===== src/rtl/systolic_mac_pe.sv =====
// Output-stationary systolic MAC processing element: east/south operand forwarding,
// guarded full-precision accumulation, round/saturate/ReLU once per dot product, column drain chain.
module systolic_mac_pe #(
  parameter int N     = 16,
  parameter int FRAC  = 10,
  parameter int GUARD = 8
) (
  input  logic         clk,
  input  logic         rst,
  input  logic [N-1:0] a_in,
  input  logic [N-1:0] b_in,
  input  logic         valid_in,
  input  logic         first_in,
  input  logic         last_in,
  input  logic         relu_en,
  output logic [N-1:0] a_out,
  output logic [N-1:0] b_out,
  output logic         valid_out,
  output logic         first_out,
  output logic         last_out,
  input  logic         shift_en,
  input  logic [N-1:0] psum_in,
  input  logic         psum_valid_in,
  output logic [N-1:0] psum_out,
  output logic         psum_valid_out,
  input  logic         clr_err,
  output logic         acc_sat,
  output logic         overrun,
  output logic         o_dbg_state
);

  localparam int ACC_W = 2 * N + GUARD;
  localparam logic [ACC_W:0] RND = {{ACC_W{1'b0}}, 1'b1} << (FRAC - 1);

  typedef enum logic {S_IDLE = 1'b0, S_ACC = 1'b1} state_t;

  state_t             r_state;
  state_t             w_state_next;
  logic               w_eff_first;
  logic               w_done;

  logic [N-1:0]       r_a_out;
  logic [N-1:0]       r_b_out;
  logic               r_valid_out;
  logic               r_first_out;
  logic               r_last_out;
  logic [ACC_W-1:0]   r_acc;
  logic [N-1:0]       r_psum;
  logic               r_psum_valid;
  logic               r_acc_sat;
  logic               r_overrun;

  logic [2*N-1:0]     w_prod;
  logic [ACC_W-1:0]   w_base;
  logic [ACC_W:0]     w_sum;
  logic               w_sum_ovf;
  logic [ACC_W-1:0]   w_acc_next;
  logic [ACC_W:0]     w_rnd;
  logic [ACC_W:0]     w_shr;
  logic [ACC_W-N+1:0] w_hi;
  logic [N-1:0]       w_res_sat;
  logic [N-1:0]       w_res;
  logic               w_ovr_set;

  // FSM state register
  always_ff @(posedge clk or posedge rst) begin
    if (rst) r_state <= S_IDLE;
    else     r_state <= w_state_next;
  end

  // FSM next state: only valid terms move the machine
  always_comb begin
    w_state_next = r_state;
    if (valid_in) begin
      if (last_in) w_state_next = S_IDLE;
      else         w_state_next = S_ACC;
    end
  end

  // FSM outputs: an IDLE term always starts a fresh dot product
  always_comb begin
    w_eff_first = (r_state == S_IDLE) || first_in;
    w_done      = valid_in && last_in;
  end

  assign o_dbg_state = r_state;

  assign w_prod = $signed(a_in) * $signed(b_in);

  always_comb begin
    w_base    = w_eff_first ? '0 : r_acc;
    w_sum     = {w_base[ACC_W-1], w_base} + {{(GUARD + 1){w_prod[2*N-1]}}, w_prod};
    w_sum_ovf = w_sum[ACC_W] ^ w_sum[ACC_W-1];
    if (w_sum_ovf)
      w_acc_next = w_sum[ACC_W] ? {1'b1, {(ACC_W-1){1'b0}}} : {1'b0, {(ACC_W-1){1'b1}}};
    else
      w_acc_next = w_sum[ACC_W-1:0];
  end

  // One extra bit keeps the half-LSB rounding add from wrapping
  always_comb begin
    w_rnd = {w_acc_next[ACC_W-1], w_acc_next} + RND;
    w_shr = $signed(w_rnd) >>> FRAC;
    w_hi  = w_shr[ACC_W:N-1];
    if ((&w_hi) || !(|w_hi))
      w_res_sat = w_shr[N-1:0];
    else
      w_res_sat = w_shr[ACC_W] ? {1'b1, {(N-1){1'b0}}} : {1'b0, {(N-1){1'b1}}};
    w_res = (relu_en && w_res_sat[N-1]) ? '0 : w_res_sat;
  end

  // A local result displaces whatever the drain register would have held or received
  assign w_ovr_set = w_done && (shift_en ? psum_valid_in : r_psum_valid);

  always_ff @(posedge clk or posedge rst) begin
    if (rst) begin
      r_a_out      <= '0;
      r_b_out      <= '0;
      r_valid_out  <= 1'b0;
      r_first_out  <= 1'b0;
      r_last_out   <= 1'b0;
      r_acc        <= '0;
      r_psum       <= '0;
      r_psum_valid <= 1'b0;
      r_acc_sat    <= 1'b0;
      r_overrun    <= 1'b0;
    end else begin
      r_a_out     <= a_in;
      r_b_out     <= b_in;
      r_valid_out <= valid_in;
      r_first_out <= first_in;
      r_last_out  <= last_in;
      if (valid_in) r_acc <= w_acc_next;
      if (w_done) begin
        r_psum       <= w_res;
        r_psum_valid <= 1'b1;
      end else if (shift_en) begin
        r_psum       <= psum_in;
        r_psum_valid <= psum_valid_in;
      end
      r_acc_sat <= (valid_in && w_sum_ovf) || (r_acc_sat && !clr_err);
      r_overrun <= w_ovr_set || (r_overrun && !clr_err);
    end
  end

  assign a_out          = r_a_out;
  assign b_out          = r_b_out;
  assign valid_out      = r_valid_out;
  assign first_out      = r_first_out;
  assign last_out       = r_last_out;
  assign psum_out       = r_psum;
  assign psum_valid_out = r_psum_valid;
  assign acc_sat        = r_acc_sat;
  assign overrun        = r_overrun;

endmodule

===== config.mk =====
export PLATFORM = sky130hd
export DESIGN_NAME = systolic_mac_pe
export DESIGN_NICKNAME = d
export VERILOG_FILES = /design/src/rtl/systolic_mac_pe.sv
export SDC_FILE = /design/constraint.sdc
export NUM_CORES = 1
export LEC_CHECK = 0
export CORE_ASPECT_RATIO = 0.7
export CORE_MARGIN = 4
export CORE_UTILIZATION = 30
export DETAILED_ROUTE_END_ITERATION = 6
export GPL_TIMING_DRIVEN = 1
export HOLD_SLACK_MARGIN = 0.1
export SYNTH_ARGS = -nofsm -noshare
export SYNTH_HDL_FRONTEND = slang
export SYNTH_SLANG_ARGS = --single-unit
export TNS_END_PERCENT = 50

===== constraint.sdc =====
create_clock -name clk -period 16.9 [get_ports clk]
set_input_delay 4.225 -clock clk [delete_from_list [all_inputs] [get_ports clk]]
set_output_delay 4.225 -clock clk [all_outputs]
set_load 0.02 [all_outputs]

======== After elaboration in Yosys (flattened, before gate mapping) ========
Index checks and enable logic that the tools add are counted.
storage, ports and cells
  flip-flop bits (word level) ............. 95
  input bits .............................. 57
  output and inout port bits .............. 55
operators by class
  $add $sub $neg .......................... 2
  multipliers ............................. 1
  mux-type cells .......................... 11
  bitwise gates (word level) .............. 2
  reductions and logical operators ........ 15
operators by type and width
  kind                                            count
  2-to-1 mux 40 bit                               3
  2-to-1 mux 16 bit                               5
  adder 40 x 11 -> 41 bit, second input constant  1
  adder 40 x 32 -> 41 bit                         1
  multiplier 16 x 16 -> 32 bit                    1
  AND reduction 16 bit                            1
  OR reduction 16 bit                             1
  logical AND 1 bit                               6
  logical OR 1 bit                                4
  2-to-1 mux 1 bit                                3
  logical NOT 1 bit                               2
  nonzero test 2 bit                              1
  NOT 1 bit                                       1
  XOR 1 bit                                       1

======== Logic depth before layout (Yosys ltp) ========
Gate-level depths: netlist of the first run.
  depth after elaboration ................. 14
  depth in mapped cells ................... 42

======== Least setup slack after synthesis of the first run ========
Ideal clock, no wire load.
  path kind ............................... input -> register
  start point ............................. in b_in[1]
  end point ............................... reg r_psum[3], in the netlist psum_out[3]
  arrival time ............................ 13778 ps
  data required time ...................... 16773 ps
  setup slack ............................. 2995 ps
  stages on the path ...................... 41
  buffers on the path ..................... 6
  cell sequence ........................... clkbuf_1 nand2_1 inv_1 fa_1 fa_1 inv_1 fa_1 inv_1 fa_1 fa_1 inv_1 fa_1 inv_1 ha_1 buf_2 a21oi_1 o21ai_0 nor4_1 [... 5 more ...] xor2_1 ha_1 clkbuf_1 nand2_1 mux2_2 clkbuf_1 clkbuf_1 o21ai_0 ha_1 nor3b_1 nand2_1 or2_2 or4_4 a22oi_1 nand4_1 o21ai_2 buf_6 a21oi_2
between the ends
  word-level cells in the longest chain between the ends .. 12
RTL lines
  item                                                   line    source
  from (decl)                                            11      input logic [N-1:0] b_in,
  multiplier 16 x 16 -> 32 bit *                         88      assign w_prod = $signed(a_in) * $signed(b_in);
  adder 40 x 32 -> 41 bit *                              92      w_sum = {w_base[ACC_W-1], w_base} + {{(GUARD + 1){w_prod[2*N-1]}}, w_prod};
  2-to-1 mux 40 bit / XOR 1 bit (equally long branches)  95, 93
  2-to-1 mux 40 bit *                                    94      if (w_sum_ovf)
  net w_acc_next[10]                                     57      logic [ACC_W-1:0] w_acc_next;
  adder 40 x 11 -> 41 bit *                              102     w_rnd = {w_acc_next[ACC_W-1], w_acc_next} + RND;
  OR reduction 16 bit                                    105     if ((&w_hi) || !(|w_hi))
  logical NOT 1 bit                                      105
  logical OR 1 bit                                       105
  2-to-1 mux 16 bit *                                    105
  logical AND 1 bit                                      109     w_res = (relu_en && w_res_sat[N-1]) ? '0 : w_res_sat;
  2-to-1 mux 16 bit *                                    109
  2-to-1 mux 16 bit *                                    134     if (w_done) begin
  to (signal assigned)                                   135     r_psum <= w_res;
  to (signal assigned)                                   138     r_psum <= psum_in;
  to (decl)                                              48      logic [N-1:0] r_psum;
The timed path passes the listed nets; every way through them passes the cells marked *.
A chain may end at the register's enable or synchronous reset.

======== Final worst setup path of the first run ========
  start point ............................. in a_in[15]
  end point ............................... reg r_psum[14], in the netlist psum_out[14]
between the ends
  word-level cells in the longest chain between the ends .. 12
RTL lines
  item                                                   line    source
  from (decl)                                            10      input logic [N-1:0] a_in,
  multiplier 16 x 16 -> 32 bit *                         88
  adder 40 x 32 -> 41 bit *                              92
  2-to-1 mux 40 bit / XOR 1 bit (equally long branches)  95, 93
  2-to-1 mux 40 bit *                                    94
  adder 40 x 11 -> 41 bit *                              102
  OR reduction 16 bit                                    105
  logical NOT 1 bit                                      105
  logical OR 1 bit                                       105
  2-to-1 mux 16 bit *                                    105
  logical AND 1 bit                                      109
  2-to-1 mux 16 bit *                                    109
  2-to-1 mux 16 bit *                                    134
Mark *: on every way between the ends. The rest lies on a longest branch, timed or not.

==> results.ini, run 1 <==
[run_status]
status = complete, no violations

[timing]
period_share = 0.9309
worst_pin_slew_ps = 1003
holdWs_ps = 475.4
maxSlewHeadroom = 0.3285
rsz0062_at_grt = false
finalSetupTns_ps = 0
clock-skew-final_ps = 11.80
fmax_ghz = 0.06356
slew_violations = 0
period_minus_slack_ps = 15730
finalHoldViolCount = 0
layout_setup_ws_ps = 1167
setup_violations = 0

[synthesis]
synthTopCellsByCount = inv_1 (424), fa_1 (334), nand2_1 (195)
synth_cell_type_count = 90
synth_top_cell_area_share = 0.3637
synth_enable_flop_cells = 0
synth_seq_area_share = 0.1293
synth_area_leaders = fa_1 (36%), dfrtp_1 (13%), inv_1 (8.7%)
avgSynthCellArea_sq_um = 9.062
syn_area_sq_mm = 0.01839
synthArstFlopShare = 1.000
syn-num-nets = 2542
yosysMostFrequentCell = inv_1
synth-main-ff-cell = dfrtp_1
yosysTopAreaCell = fa_1
synth_cells = 2029
synth-seq-cells = 95
ys_warn_count = 0

[clock_network]
cts_tree = built
clkTransAtPathRegs_ps = 80
numClockSinks = 95
cts_resized = 0
numCtsBuffers = 9
clock_latency_ps = 400
cts_root_buf = clkbuf_16
cts_hold_buf = 0
cts_buffer_depth = 2
postCtsSetupBuffers = 0
htreeDepth = 3

[placed_design]
portBuffers = 111
dpl.hpwl_um = 41040
place_ws_ps = 1015
gp_congestion = 0.9099

[grt]
grt_antenna_before_repair = 3
grtUsageTotal = 0.1556
grt-ovfl-total = 0
grt_pass1_wl_um = 82110
grt_pass1_vias = 14950
grt_max_degree = 71

[setup_path]
crit_slowest_cell = fa_1
cp.required_ps = 17210
cp_data_arrival_time_ps = 16050
start_kind = input pin
crit_path_max_incr_delay_ps = 780
critical_path_class = in2reg
critPathCaptureType = flip-flop
cp_max_fo = 17

[die]
die_w_um = 303.9
ios = 112
die_h_um = 215.1
start_util = 0.3052
rows = 75
core-area_sq_mm = 0.06025
dieArea_sq_mm = 0.06538

[drt]
first_pass_iters = 5
drc_errors = 0
ant_nets = 0
routedWlPerCell_um = 17.14
drt-initial-drc-count = 1068
viasPerCell = 4.906
num_vias = 14190
finalWirelength_um = 49570

[job]
maxCapViolCount = 0

[layout]
n_fill_cell = 6275
syn_to_final_growth_pct = 11.88
drive_above_1_share = 0.04559
finalCoreUtilization = 0.3415
final_nets = 2592

[worst_hold_path]
min_path_type = reg2reg

## worst paths after layout
check / start / to / slack [ps] / cells after the start
worst max-delay path: a_in[15] / psum_out[14]$_DFFE_PP0P_ / 1170 / 36
worst min-delay path: r_acc[4]$_DFFE_PP0P_ / r_acc[4]$_DFFE_PP0P_ / 480 / 1
worst max register to register: o_dbg_state$_DFFE_PP0P_ / psum_out[14]$_DFFE_PP0P_ / 5420 / 33
worst min register to register: r_acc[4]$_DFFE_PP0P_ / r_acc[4]$_DFFE_PP0P_ / 480 / 1
max in group asynchronous: rst / r_acc[12]$_DFFE_PP0P_ / 11370 / 3
min in group asynchronous: rst / b_out[0]$_DFF_PP0_ / 4240 / 2
## through the flow
step                      instance area (sq um)  std cells
final                                     20570       2893
after global routing                      20570       2892
after CTS                                 20570       2892
after detailed placement                  20250       2876
after global placement                    20250       2876
after floorplan                           18390       2029
## cells in the final DEF (no fill, tap or decap), drive strengths merged, types with 7 or more instances in the layout
cell / instances
a211oi: 10
nand2: 195
o21a: 14
clkdlybuf4s50: 110
a21oi: 97
a21o: 15
buf: 15
or3: 8
clkbuf: 9
ha: 122
o211ai: 12
nor3: 21
a31oi: 19
mux2i: 23
fa: 334
and3: 11
xor2: 20
nand3: 18
dfrtp: 95
mux2: 16
or2: 7
nand2b: 9
o21ai: 53
and2: 156
xnor2: 25
nand4: 19
inv: 428
or4: 7
nor2: 101
nor2b: 7
nor4: 16
## worst max-delay path, delay by kind of cell
kind	cells	cell delay, ps
adders and majority gates	8	3850
AOI/OAI and AO/OA	13	3400
and+or+nand+nor	7	2430
buffers and inverters	7	1950
xor gates and xnor gates	1	160
## flip-flops by register name (all words and copies together) (netlist names)
name and flops:
r_acc 40, a_out 16, b_out 16, psum_out 16
acc_sat 1, first_out 1, last_out 1, o_dbg_state 1
overrun 1, psum_valid_out 1, valid_out 1
## kinds of logic after synthesis
family	Yosys count	share of synthesized area
compound gates	288	0.1086
buf+inv	510	0.1072
fa+ha+maj	456	0.4467
simple gates	596	0.1644
flops	95	0.1293
mux	39	0.02232
xor+xnor	45	0.02144
## area by class of cell
class,instances,area (sq um),area share
clock inverters,7,93.84,0.004562
multi-input cells,1424,14040,0.6827
inverters,424,1594,0.07749
flip-flops and latches,95,2377,0.1156
repair buffers,125,1224,0.05949
well taps,808,1011,0.04915
diodes,1,2.502,0.0001216
clock buffers,9,225.2,0.01095
## routing by layer
layer	wire length [um]	global-route usage	vias to the layer above
li1	-	-	6490
met1	24120	0.2332	7291
met2	21830	0.2369	384
met3	3180	0.03100	27
met4	440	0.02317	0
met5	0	0	-
Power of run 1 is left out: the tool's default activity adds up to more than one toggle a clock period on the data nets, which glitch-free logic cannot reach.
==> inputs of run 2 (changes only) <==
--- a/config.mk
+++ b/config.mk
@@ -9,6 +9,7 @@
 export CORE_MARGIN = 4
 export CORE_UTILIZATION = 30
 export DETAILED_ROUTE_END_ITERATION = 6
+export GPL_ROUTABILITY_DRIVEN = 1
 export GPL_TIMING_DRIVEN = 1
 export HOLD_SLACK_MARGIN = 0.1
 export SYNTH_ARGS = -nofsm -noshare
==> results of run 2 <==
No change in the layout: final DEF, timing and power equal those of run 1.
Power of run 2 is left out for the same reason.
